[src/rtl/dual_cpu_top.sv]
// dual_cpu_top: line-request arbiter and bmem burst sequencer shared by two cores.
// Core 0 (in-order pipeline) and core 1 (out-of-order) attach through the
// core_*_i / core_*_o line-request ports: req, we, addr, wdata -> resp, rdata.
// A request is held until its one-cycle resp. Exactly one transaction is in
// flight at a time, and it is carried out as a burst of BEATS beats on bmem.
// Optional feature macro: ARB_ROUND_ROBIN_EN. When it is defined, ties are
// resolved round-robin. When it is undefined, core 0 has fixed priority.
module dual_cpu_top #(
  parameter  int ADDR_W = 32,
  parameter  int BEAT_W = 64,
  parameter  int BEATS  = 4,
  localparam int LINE_W = BEATS * BEAT_W,
  localparam int CNT_W  = $clog2(BEATS),
  localparam int OFF_W  = $clog2(LINE_W / 8)
) (
  input  logic                          clk,
  input  logic                          rst,
  // bmem port
  output logic [ADDR_W-1:0]             bmem_addr,
  output logic                          bmem_read,
  output logic                          bmem_write,
  output logic [BEAT_W-1:0]             bmem_wdata,
  input  logic                          bmem_ready,
  input  logic [ADDR_W-1:0]             bmem_raddr,
  input  logic [BEAT_W-1:0]             bmem_rdata,
  input  logic                          bmem_rvalid,
  // per-core line-request ports (index 0 = pipeline core, 1 = ooo core)
  input  logic [1:0]                    core_req_i,
  input  logic [1:0]                    core_we_i,
  input  logic [1:0][ADDR_W-1:0]        core_addr_i,
  input  logic [1:0][LINE_W-1:0]        core_wdata_i,
  output logic [1:0]                    core_resp_o,
  output logic [LINE_W-1:0]             core_rdata_o
);

  typedef enum logic [2:0] {IDLE, WR, RD_REQ, RD_WAIT, RESP} state_e;

  localparam logic [ADDR_W-1:0] OFF_MASK  = ADDR_W'((64'd1 << OFF_W) - 64'd1);
  localparam logic [CNT_W-1:0]  LAST_BEAT = CNT_W'(BEATS - 1);

  state_e                        state_q, state_d;
  logic [CNT_W-1:0]              cnt_q, cnt_d;
  logic                          gnt_q, gnt_d;
  logic                          we_q, we_d;
  logic [ADDR_W-1:0]             addr_q, addr_d;
  logic [BEATS-1:0][BEAT_W-1:0]  line_q, line_d;
  logic                          gnt_sel;
  logic                          last_beat;

  assign last_beat = (cnt_q == LAST_BEAT);

`ifdef ARB_ROUND_ROBIN_EN
  // Index of the core that wins a tie. After every grant it points at the
  // core that was not granted.
  logic rr_q;

  assign gnt_sel = (&core_req_i) ? rr_q : core_req_i[1];

  // Move the round-robin pointer whenever a grant is issued.
  always_ff @(posedge clk or negedge rst) begin
    if (!rst) begin
      rr_q <= 1'b0;
    end else if (state_q == IDLE && |core_req_i) begin
      rr_q <= ~gnt_sel;
    end
  end
`else
  // Fixed priority: core 0 wins whenever it is requesting.
  assign gnt_sel = ~core_req_i[0];
`endif

  // State and datapath registers.
  // NOTE: the line buffer is reset along with the control state. It is small,
  // and it feeds core_rdata_o directly, so a known value after reset keeps that
  // output clean. A true memory array would normally be left unreset.
  always_ff @(posedge clk or negedge rst) begin
    if (!rst) begin
      state_q <= IDLE;
      cnt_q   <= '0;
      gnt_q   <= 1'b0;
      we_q    <= 1'b0;
      addr_q  <= '0;
      line_q  <= '0;
    end else begin
      // NOTE: sequential state is assigned non-blocking so that every register
      // samples the pre-edge values regardless of statement order.
      state_q <= state_d;
      cnt_q   <= cnt_d;
      gnt_q   <= gnt_d;
      we_q    <= we_d;
      addr_q  <= addr_d;
      line_q  <= line_d;
    end
  end

  // Next-state, burst sequencing and bmem/core handshakes.
  always_comb begin
    // NOTE: every variable gets a default here, so that no path through the
    // case statement leaves one unassigned and infers a latch.
    state_d     = state_q;
    cnt_d       = cnt_q;
    gnt_d       = gnt_q;
    we_d        = we_q;
    addr_d      = addr_q;
    line_d      = line_q;
    bmem_read   = 1'b0;
    bmem_write  = 1'b0;
    bmem_wdata  = '0;
    core_resp_o = '0;

    unique case (state_q)
      IDLE: begin
        if (|core_req_i) begin
          gnt_d   = gnt_sel;
          we_d    = core_we_i[gnt_sel];
          addr_d  = core_addr_i[gnt_sel] & ~OFF_MASK;
          line_d  = core_wdata_i[gnt_sel];
          cnt_d   = '0;
          state_d = core_we_i[gnt_sel] ? WR : RD_REQ;
        end
      end
      WR: begin
        bmem_write = 1'b1;
        bmem_wdata = line_q[cnt_q];
        if (bmem_ready) begin
          cnt_d = last_beat ? '0 : cnt_q + CNT_W'(1);
          if (last_beat) state_d = RESP;
        end
      end
      RD_REQ: begin
        bmem_read = 1'b1;
        if (bmem_ready) state_d = RD_WAIT;
      end
      RD_WAIT: begin
        // Beats that belong to some other line are dropped silently.
        if (bmem_rvalid && bmem_raddr == addr_q) begin
          line_d[cnt_q] = bmem_rdata;
          cnt_d = last_beat ? '0 : cnt_q + CNT_W'(1);
          if (last_beat) state_d = RESP;
        end
      end
      RESP: begin
        core_resp_o[gnt_q] = 1'b1;
        state_d            = IDLE;
      end
      default: state_d = IDLE;
    endcase
  end

  assign bmem_addr    = addr_q;
  assign core_rdata_o = line_q;

endmodule

[config.mk]
export PLATFORM = sky130hd
export DESIGN_NAME = dual_cpu_top
export DESIGN_NICKNAME = d
export VERILOG_FILES = /design/src/rtl/dual_cpu_top.sv
export SDC_FILE = /design/constraint.sdc
export NUM_CORES = 1
export LEC_CHECK = 0
export ABC_AREA = 0
export CELL_PAD_IN_SITES_DETAIL_PLACEMENT = 2
export CELL_PAD_IN_SITES_GLOBAL_PLACEMENT = 2
export CORE_AREA = 10 10 390 392
export DETAILED_ROUTE_END_ITERATION = 6
export DIE_AREA = 0 0 400 402
export GPL_TIMING_DRIVEN = 0
export PLACE_DENSITY_LB_ADDON = 0.1
export SETUP_SLACK_MARGIN = 0.1
export SLEW_MARGIN = 20
export SYNTH_ARGS = -nofsm -noshare
export SYNTH_HDL_FRONTEND = slang
export SYNTH_SLANG_ARGS = --single-unit
[constraint.sdc]
create_clock -name clk -period 2.75 [get_ports clk]
set_clock_uncertainty 0.1 [all_clocks]
set_input_delay 0.4125 -clock clk [delete_from_list [all_inputs] [get_ports clk]]
set_output_delay 0.4125 -clock clk [all_outputs]
set_load 0.005 [all_outputs]
== Word-level counts from Yosys, hierarchy flattened ==
Index checks and enable logic that the tools add are counted.

* Reduce and logical (&&, ||, !) cells: 11
* Bitwise operators: 1
* Add/subtract/negate cells: 1
* Equal/unequal tests: 10
* Muxes and demuxes: 32
* Magnitude comparators: 5

{| class="wikitable"
|+ Operators with widths
! operator !! number
|-
| $mux W256 || 4
|-
| $pmux W256 S2 || 1
|-
| $bwmux W256 || 1
|-
| $mux W64 || 3
|-
| $bmux W64 S2 || 1
|-
| $demux W64 S2 || 1
|-
| $mux W32 || 2
|-
| $eq A32 B32 Y1 || 1
|-
| $mux W3 || 5
|-
| $mux W2 || 6
|-
| $pmux W3 S4 || 1
|-
| $ne A2 B2 Y1 const B || 4
|-
| $reduce_and A4 Y1 || 2
|-
| $eq A3 B2 Y1 const B || 2
|-
| $pmux W2 S3 || 1
|-
| $mux W1 || 5
|-
| $lt A1 B2 Y1 const B || 2
|-
| $eq A3 B1 Y1 const B || 1
|-
| $eq A3 B3 Y1 const B || 1
|-
| $logic_and A1 B1 Y1 || 3
|-
| $logic_not A3 Y1 || 1
|-
| $lt A2 B3 Y1 const B || 1
|-
| $reduce_and A3 Y1 || 1
|-
| $reduce_bool A3 Y1 || 1
|-
| other kinds (9) || 9
|}

* Output and inout port bits: 356
* Bits of input ports: 680
* Logic and storage cells: 68
* Register bits after elaboration: 289

== Logic depth before layout (Yosys ltp) ==
* Depth after elaboration: 7
* Mapped depth: 10
* Depth with buffers taken out: 6

== Worst setup path before layout ==
Ideal clock, no wire load.

* Kind: reg-to-output
* Start: register cnt_q[0]
* End: output bmem_wdata[36]
* Required time: 2.237 ns
* Buffers on the path: 3
* Stages on the path, launching flop included: 6
* Arrival time: 1.739 ns
* Slack: 0.499 ns
* Cell sequence: dfrtp_1 > clkbuf_1 > buf_2 > buf_2 > mux4_2 > nor2b_1

* Cells in the longest elaborated chain, start to end: 3

{| class="wikitable"
|+ RTL lines
! element !! line !! RTL
|-
| start: declaration || 42 || <nowiki>logic [CNT_W-1:0] cnt_q, cnt_d;</nowiki>
|-
| start signal: assignment || 88 || <nowiki>cnt_q <= cnt_d;</nowiki>
|-
| $bmux W64 S2 || 124 || <nowiki>bmem_wdata = line_q[cnt_q];</nowiki>
|-
| $mux W64 (not written as such) || 124 ||
|-
| $mux W64 || 111 || <nowiki>unique case (state_q)</nowiki>
|-
| end: declaration || 22 || <nowiki>output logic [BEAT_W-1:0] bmem_wdata,</nowiki>
|}

No other way between the ends. The select of a mux whose other input is x is not followed.

== Worst setup path in the final report ==
* Start: register cnt_q[0]
* End: output bmem_wdata[38]

Same word-level chain as after synthesis.

==> results.cfg <==
[synth]
ys.flop_type = dfrtp_1
synth_area_um2 = 19400
yosysMostFrequentCell = dfrtp_1
synth-adder-area-share = 0.00258
async_flop_share = 1.00
synth_common_cells = 289 x dfrtp_1, 287 x a21oi_1, 284 x mux2i_1
yosys.area.top_type = dfrtp_1
synthSimpleGateAreaFrac = 0.138
synth_top_family_by_area = multiplexers
synth-compound-area-share = 0.198
synth_xor_area_frac = 0.00903
synthCells = 1833
synth.top_cell.area_share = 0.373
ys_seq_elements = 289
yosysSeqAreaShare = 0.373
synth_area_per_cell_um2 = 10.6
ys_types = 41
synth_edf_count = 0
synth.area.top_cells = dfrtp_1 37%, mux2i_1 15%, o22a_1 12%
synth_mux_area_frac = 0.221
yosysWarnings = 0

[global_route]
grt_usage = 0.208
grt_pass1_vias = 24723
antenna_found_initial = 26
overflow = 0
grt_pass1_wl_mm = 230
grt_max_degree = 81

[timing]
hold_viol = 0
worst_pin_slew_ns = 0.964
drv_slew = 0
fin_crit_sh = 1.10
fmax_ghz = 0.331
slew_headroom = 0.357
fin_tns_setup_ns = -10.78
setup_viol = 91
worst_slack_ns = -0.274
rsz0062_at_grt = true
fin_crit_ns = 3.02

[final_layout]
area_growth_pct = 90.9
fillers = 15862
fin_nets = 3704
drive_above_1_share = 0.206

[clocking]
clkSinkCount = 289
clk_pin_slew_ns = 0.06
clock-root-buffer = clkbuf_16
clock_latency_ns = 0.62
cts.path.max_buffers = 3
cts_made_buffers = 44
htree_levels = 2
cts_tree = yes

[setup_path]
cpPeakStageDelay_ns = 0.44
r2r_cells = 10
endpoint_kind = primary output
critPathLaunchType = flop
arrival_ns = 2.51
r2r_start = bmem_addr[10]$_DFFE_PN0P_
regToRegSetupSlack_ns = -0.04
crit_chain = clkbuf_16 -> buf_16 -> buf_12 -> buf_16 -> buf_6 -> mux4_2 -> nor2b_4 -> buf_6
r2r_end = core_rdata_o[81]$_DFFE_PN0P_
crit_path_max_fanout = 6
crit_type = flop to primary output
cp.required_ns = 2.24
cp_slowest_cell = dfrtp_2

[die]
die_x_um = 400
core_um2 = 145000
rows = 140
io-pin-count = 1036
start_util = 0.134
die_h_um = 402
dieArea_um2 = 161000

[min_path]
hp-class = primary input to async pin

[detailed_routing]
drt-pass1-iter-count = 5
wire_per_inst_um = 36.2
dr.first_iter.drc_count = 965
antenna_left = 0
drt_wl_total_mm = 180
drcViolationCount = 0
vias = 21608
vias_per_cell = 4.34

[pwr]
vdd.ir_drop.worst_mv = 0.498
fin_total_pwr_mw = 40.6
cellPowerDensity_nw_per_um2 = 1100
p_leak_nw = 14.1

[place]
io_buffers = 1020
hpwl_mm = 139
dp_slack_ns = -1.67
place_congestion = 0.828

[run_status]
violations = negative setup slack
status = finished with violations

[flow_run]
maxCapViolations = 0
==> final cells by class <==
cell class              instances  area, um^2  share of cell area
diodes                         10        25.0            0.000676
plain buffers                 206        2140              0.0577
clock buffers                  67        1300              0.0351
clock inverters                 6        57.6             0.00155
inverters                      11        43.8             0.00118
multi-input cells            1328       11800               0.320
flip-flops and latches        289        7240               0.195
well taps                    1917        2400              0.0648
repair buffers               1140       12000               0.324
==> flip-flops by register name, indices dropped and copies added (netlist names) <==
name          flops
bmem_addr        27
cnt_q             2
gnt_q             1
core_rdata_o    256
state_q           3
==> how the worst max path moves through the flow <==
stage	end	start	slack [ns]
after floorplan	bmem_wdata[36]	cnt_q[0]$_DFFE_PN0P_	0.50
final	bmem_wdata[38]	cnt_q[0]$_DFFE_PN0P_	-0.27
after global routing	bmem_wdata[36]	cnt_q[0]$_DFFE_PN0P_	-0.36
after detailed placement	core_rdata_o[170]$_DFFE_PN0P_	core_req_i[0]	-1.67
after global placement	core_rdata_o[224]$_DFFE_PN0P_	rst	-14.21
after CTS	bmem_wdata[38]	cnt_q[0]$_DFFE_PN0P_	-0.41
==> worst max-delay path, delay by kind of cell (launching register included) <==
kind / cells / cell delay, ns
flops: 1 / 0.44
simple gates: 1 / 0.15
mux: 1 / 0.43
buf+inv: 6 / 0.85
==> cell usage in the layout (no fill, tap or decap), types with 3 or more instances in the layout <==
master	netlist	routed
a21oi_1	287	286
diode_2	0	10
inv_1	11	9
nor3b_2	0	54
buf_12	0	56
nand2b_1	6	5
nor3b_1	257	197
nor2b_1	67	26
clkinv_2	0	4
dfrtp_1	289	285
o22ai_1	3	3
buf_4	20	66
buf_2	21	34
mux4_2	64	64
nor2b_4	0	41
clkbuf_16	0	75
clkdlybuf4s50_1	0	952
buf_6	28	76
buf_16	0	10
mux2i_1	284	278
o22a_1	257	257
buf_1	11	3
clkbuf_2	0	50
clkbuf_4	0	27
xnor2_1	8	8
conb_1	1	5
mux2i_2	0	3
nor3_1	6	6
nor2_1	32	30
mux2i_4	0	3
xor2_1	12	12
dfrtp_2	0	4
buf_8	0	16
nand2_1	6	6
nor3b_4	0	6
clkbuf_8	0	19
clkbuf_1	129	24
==> power breakdown <==
group	total (mW)	leakage (nW)	internal (mW)	switching (mW)
registers	8.44	3.09	6.21	2.23
clock network	5.68	0.665	3.31	2.38
logic	26.5	10.3	13.4	13.0
total	40.6	14.1	22.9	17.6
==> per-stage QoR <==
stage,util,instances,cell area (um^2),hold slack (ns)
6_report,0.256,4974,37000,0.271
2_1_floorplan,-,1837,19400,0.0169
5_1_grt,0.256,4965,37000,0.315
3_5_place_dp,0.223,4778,32200,0.368
3_3_place_gp,0.222,4774,32000,0.411
4_1_cts,0.242,4902,34900,0.279
==> cells by family after synthesis <==
logic type / after synthesis
xor gates and xnor gates: 20
DFF: 289
muxes: 349
buffers and inverters: 220
AOI/OAI and AO/OA: 563
and+or+nand+nor: 387
other: 1
adders and majority gates: 4
==> layer usage <==
| layer | part of all wire | up-vias | routed length [um] | global-route usage |
|---|---|---|---|---|
| met4 | 0.019 | 20 | 3420 | 0.0390 |
| met3 | 0.064 | 152 | 11500 | 0.0536 |
| li1 | - | 9391 | - | - |
| met1 | 0.39 | 11303 | 70400 | 0.235 |
| met5 | 0.00078 | - | 141 | 0 |
| met2 | 0.53 | 742 | 94600 | 0.388 |
==> timing repair <==
action                                 CTS  global route
gates cloned                             6            24
endpoints found under the hold margin   66             0
gates resized for setup                597           326
setup endpoints to repair              356           339
pin swaps                               20            26
hold buffers                             1             0
setup buffers                           47            45
(Power assumes the default switching activity.)
